### src/rtl/shift_pkg.sv
// Shared definitions for the iterative shift unit: op codes and FSM state encoding.
package shift_pkg;

  localparam logic [1:0] OP_SLL = 2'b00;
  localparam logic [1:0] OP_SRL = 2'b01;
  localparam logic [1:0] OP_SRA = 2'b10;
  localparam logic [1:0] OP_ROL = 2'b11;

  typedef enum logic [1:0] {
    ST_IDLE = 2'd0,
    ST_BUSY = 2'd1,
    ST_DONE = 2'd2
  } state_t;

endpackage

### src/rtl/shift_step.sv
// Combinational single-step shifter: shifts data by 0..STEP bits according to op.
// Rotate-left is built only when SHIFT_UNIT_ROTATE_EN is defined; otherwise op 11 acts as SLL.
module shift_step
  import shift_pkg::*;
#(
  parameter int WIDTH = 32,
  parameter int STEP  = 4
) (
  input  logic [WIDTH-1:0]            data,
  input  logic [1:0]                  op,
  input  logic [$clog2(STEP+1)-1:0]   amt,
  output logic [WIDTH-1:0]            result
);

  always_comb begin
    result = data << amt;
    case (op)
      OP_SRL:  result = data >> amt;
      // The MSB of the work register is always the captured operand's MSB, so it is a valid fill.
      OP_SRA:  result = $unsigned($signed(data) >>> amt);
`ifdef SHIFT_UNIT_ROTATE_EN
      OP_ROL:  result = (data << amt) | (data >> (WIDTH - int'(amt)));
`endif
      default: result = data << amt;
    endcase
  end

endmodule

### src/rtl/shift_unit.sv
// Iterative shift engine with valid/ready on both sides; up to STEP bits shifted per cycle.
// Optional rotate-left is enabled by defining SHIFT_UNIT_ROTATE_EN.
module shift_unit
  import shift_pkg::*;
#(
  parameter  int WIDTH = 32,
  parameter  int STEP  = 4,
  localparam int SHW   = $clog2(WIDTH)
) (
  input  logic             clk,
  input  logic             rst,
  input  logic             in_valid,
  output logic             in_ready,
  input  logic [WIDTH-1:0] in_data,
  input  logic [SHW-1:0]   in_shamt,
  input  logic [1:0]       in_op,
  output logic             out_valid,
  input  logic             out_ready,
  output logic [WIDTH-1:0] out_data,
  output logic             busy
);

  localparam int AW = $clog2(STEP + 1);
  localparam int CW = SHW + 1;

  // Handshake: a transfer happens on an edge where valid and ready are both high;
  // out_data is held while out_valid is high and out_ready is low.
  state_t           state, state_nxt;
  logic [WIDTH-1:0] work;
  logic [SHW-1:0]   rem;
  logic [1:0]       op_q;
  logic             accept;

  logic [WIDTH-1:0] step_data, step_out;
  logic [1:0]       step_op;
  logic [SHW-1:0]   rem_src, rem_nxt;
  logic [AW-1:0]    k;

  assign accept = in_valid & in_ready;

  // The first step is applied to the operand as it is captured, so a shift of up
  // to STEP bits completes on the accept edge itself.
  always_comb begin
    if (state == ST_BUSY) begin
      step_data = work;
      step_op   = op_q;
      rem_src   = rem;
    end else begin
      step_data = in_data;
      step_op   = in_op;
      rem_src   = in_shamt;
    end
    if (CW'(rem_src) >= CW'(STEP)) k = AW'(STEP);
    else                           k = AW'(rem_src);
    rem_nxt = rem_src - SHW'(k);
  end

  shift_step #(
    .WIDTH (WIDTH),
    .STEP  (STEP)
  ) u_step (
    .data   (step_data),
    .op     (step_op),
    .amt    (k),
    .result (step_out)
  );

  always_ff @(posedge clk) begin
    if (rst) state <= ST_IDLE;
    else     state <= state_nxt;
  end

  always_comb begin
    state_nxt = state;
    case (state)
      ST_IDLE: begin
        if (accept) state_nxt = (rem_nxt == '0) ? ST_DONE : ST_BUSY;
      end
      ST_BUSY: begin
        if (rem_nxt == '0) state_nxt = ST_DONE;
      end
      ST_DONE: begin
        if (accept)         state_nxt = (rem_nxt == '0) ? ST_DONE : ST_BUSY;
        else if (out_ready) state_nxt = ST_IDLE;
      end
      default: state_nxt = ST_IDLE;
    endcase
  end

  always_comb begin
    in_ready  = (state == ST_IDLE) | ((state == ST_DONE) & out_ready);
    out_valid = (state == ST_DONE);
    busy      = (state == ST_BUSY);
  end

  always_ff @(posedge clk) begin
    if (rst) begin
      work <= '0;
      rem  <= '0;
      op_q <= OP_SLL;
    end else begin
      if (accept || state == ST_BUSY) begin
        work <= step_out;
        rem  <= rem_nxt;
      end
      if (accept) op_q <= in_op;
    end
  end

  assign out_data = work;

endmodule

### config.mk
export PLATFORM = sky130hd
export DESIGN_NAME = shift_unit
export DESIGN_NICKNAME = d
export VERILOG_FILES = /design/src/rtl/shift_pkg.sv /design/src/rtl/shift_step.sv /design/src/rtl/shift_unit.sv
export SDC_FILE = /design/constraint.sdc
export NUM_CORES = 1
export LEC_CHECK = 0
export ABC_AREA = 1
export BUFFER_PORTS_ARGS = -buffer_cell sky130_fd_sc_hd__buf_4
export CAP_MARGIN = 20
export CORE_UTILIZATION = 51
export CTS_CLUSTER_SIZE = 20
export DETAILED_ROUTE_END_ITERATION = 10
export PLACE_DENSITY = 0.83
export SYNTH_ARGS = -nofsm -noshare
export SYNTH_HDL_FRONTEND = slang
export SYNTH_SLANG_ARGS = --single-unit
### constraint.sdc
create_clock -name clk -period 2.8 [get_ports clk]
set_clock_uncertainty 0.1 [all_clocks]
set_input_delay 0.28 -clock clk [delete_from_list [all_inputs] [get_ports clk]]
set_output_delay 0.28 -clock clk [all_outputs]
set_load 0.005 [all_outputs]
==> impl_metrics.py <==
metrics = {
    "route": {
        "route.detailed.drc": 0,
        "drt-total-wl_mm": 15.5,
        "post_drt_via_cell_ratio": 6.01,
        "post_drt_wl_per_cell_um": 14.4,
        "vias": 6449,
        "drtIter0Drc": 522,
        "first_pass_iters": 8,
        "ant_nets": 0,
    },
    "grt": {
        "grt_usage_pct": 31.7,
        "grt_max_degree": 57,
        "grt_pass1_vias": 5603,
        "gr-total-overflow": 0,
        "grt_pass1_wl_mm": 25.9,
        "antenna_found_initial": 0,
    },
    "place": {
        "place_inst": 1065,
        "dp_worst_setup_slack_ns": 0.201,
        "port_buffers": 77,
        "dp_hpwl_mm": 10.8,
        "finalWeightedCongestion": 0.943,
    },
    "timing": {
        "worst_pin_slew_ns": 0.543,
        "rsz0062_at_grt": "yes",
        "max_clock_freq_ghz": 0.381,
        "period_needed_ns": 2.63,
        "slew-limit-headroom_pct": 63.4,
        "fin_ws_ns": 0.172,
        "final_max_slew_viol_count": 0,
        "finalHoldViolCount": 0,
        "setup_viol": 0,
        "fin_crit_sh_pct": 93.8,
    },
    "pwr": {
        "p_leak_nw": 2.85,
        "vdd_drop_max_mv": 0.300,
        "finalPower_mw": 3.41,
        "power_density_nw_per_um2": 613,
    },
    "floorplanning": {
        "die_h_um": 99.1,
        "fp.dieW_um": 99.1,
        "start_util_pct": 52.3,
        "core_area_um2": 9200,
        "ios": 78,
        "die-area_um2": 9820,
        "num_rows": 35,
    },
    "cells_and_area": {
        "final_layout_size_suffix_gt1_share_pct": 13.0,
        "final_core_utilization_pct": 60.5,
        "final_common_cell": "nand2_1",
        "fin_cells": 1073,
        "final_cell_mix": "nand2_1 (246), nand3_1 (227), buf_4 (101)",
        "area_delta_synth_final_pct": 15.7,
        "diodes": 0,
        "fin_nets": 1008,
    },
    "worst_setup_path": {
        "timing.rr.start": "state[1]",
        "crit_start": "state[1]",
        "critical_path.slowest_cell": "dfxtp_1",
        "reg2reg_to": "state[1]",
        "cpMostUsedCell": "nand2_1",
        "cp_max_fo": 37,
        "critPathArrivalTime_ns": 2.76,
        "cp-endpoint": "state[1]",
        "critPathCaptureType": "register",
        "rr_worst_depth": 14,
        "path_depth": 14,
        "path_buf_inv": 3,
        "reg2reg_setup_slack_ns": 0.17,
        "crit_family": "simple AND/OR/NAND/NOR gates",
        "startpoint_type": "register",
        "crit_required_ns": 2.94,
        "path_class": "reg -> reg",
        "path_cells": "inv_1 > nand2_2 > buf_4 > nand2_1 > o21ai_4 > nand2_2 > buf_4 > nand2_1 > ha_1 > a21oi_1 > nand3_1 > nand2_1 > nand2_1 > a21oi_1",
        "crit_path_max_incr_delay_ns": 0.36,
    },
    "outcome": {
        "outcome": "finished, final reports clean",
    },
    "clock_network": {
        "cts_num_sinks": 41,
        "cts_buffer_depth": 2,
        "path_clk_slew_ns": 0.08,
        "cts_tree": "built",
        "cts_buffers": 5,
        "cts_root_buffer": "clkbuf_8",
        "clk_latency_ns": 0.31,
        "htree_levels": 2,
        "post_cts_buffers": 0,
    },
    "worst_hold_path": {
        "worstHoldStart": "rst",
        "hold_path_depth": 2,
        "hold_path.class": "in -> reg",
    },
    "yosys": {
        "syn_inst": 914,
        "yosysWarnings": 0,
        "yosysTopAreaCell": "nand3_1",
        "avgSynthCellArea_um2": 5.26,
        "synth_cell_types": 27,
        "synth-seq-area-share_pct": 17.1,
        "syn_nets": 961,
        "netlist_area_um2": 4810,
        "synth_seq_cells": 41,
        "synth_top_cell_area_share_pct": 23.7,
        "netlist_top_cells_area": "nand3_1 (24%), nand2_1 (19%), dfxtp_1 (17%)",
    },
    "job": {
        "maxCapViolCount": 0,
    },
}
==> sequential cells by signal, indices dropped and copies added (netlist names) <==
name	flops
op_q	2
out_data	32
state	2
rem	5
==> synthesized netlist by cell type, drive strengths merged <==
library cell and number:
a21oi 36, a31oi 1, buf 36, clkbuf 30, clkinv 2, conb 2
dfxtp 41, ha 4, inv 75, nand2 250, nand3 228, nand3b 2
nand4 46, nor2 77, o211ai 1, o21ai 80, o21bai 1, or2 2
==> power by group <==
group / switching [mW] / leakage, nW / internal (mW)
Sequential: 0.101 / 0.340 / 0.708
Clock: 0.232 / 0.0450 / 0.174
Combinational: 1.42 / 2.47 / 0.778
==> metal layers <==
| metal | vias to the layer above | GRT usage, % | wire, µm |
|---|---|---|---|
| met4 | 0 | 13.5 | 476 |
| met5 | - | 0 | 0 |
| met1 | 2819 | 43.0 | 6570 |
| met3 | 53 | 4.64 | 1720 |
| met2 | 425 | 50.5 | 6730 |
| li1 | 3152 | - | - |
==> metrics by stage <==
stage	hold WS (ns)	area (µm²)	TNS (ns)
detailed placement	0.355	5470	0
global route	0.0561	5560	-1.07
CTS	0.0562	5560	0
global placement	0.358	5470	0
floorplan	0.249	4810	0
finish	0.0626	5560	0
==> timing repair <==
item / 4_1_cts / 5_1_grt
gates resized for setup: 0 / 2
hold buffers: 0 / 0
endpoints found under the setup margin: 0 / 28
==> layout make-up <==
type / instances / area (µm²)
clock buffer: 6 / 72.6
clock inverter: 2 / 10.0
fill: 958 / 3630
inverter: 77 / 289
multi-input combinational: 730 / 3390
sequential: 41 / 821
tap: 111 / 139
timing repair buffer: 106 / 841
==> how the worst min path moves through the flow <==
| stage | end | slack [ns] |
|---|---|---|
| after floorplan | op_q[0] | 0.25 |
| after global placement | op_q[0] | 0.36 |
| after detailed placement | op_q[0] | 0.35 |
| after CTS | op_q[0] | 0.06 |
| after global routing | op_q[0] | 0.06 |
| final | op_q[1] | 0.06 |
==> kinds of logic (layout without fill, tap and decap cells) <==
logic type,Yosys count,in the layout,share of synthesized area (%)
and+or+nand+nor,605,605,56.3
DFF,41,41,17.1
buffers and inverters,143,191,12.6
adders and majority gates,4,4,1.04
other,2,2,0.156
AOI/OAI and AO/OA,119,119,12.8
(Power assumes the default switching activity.)
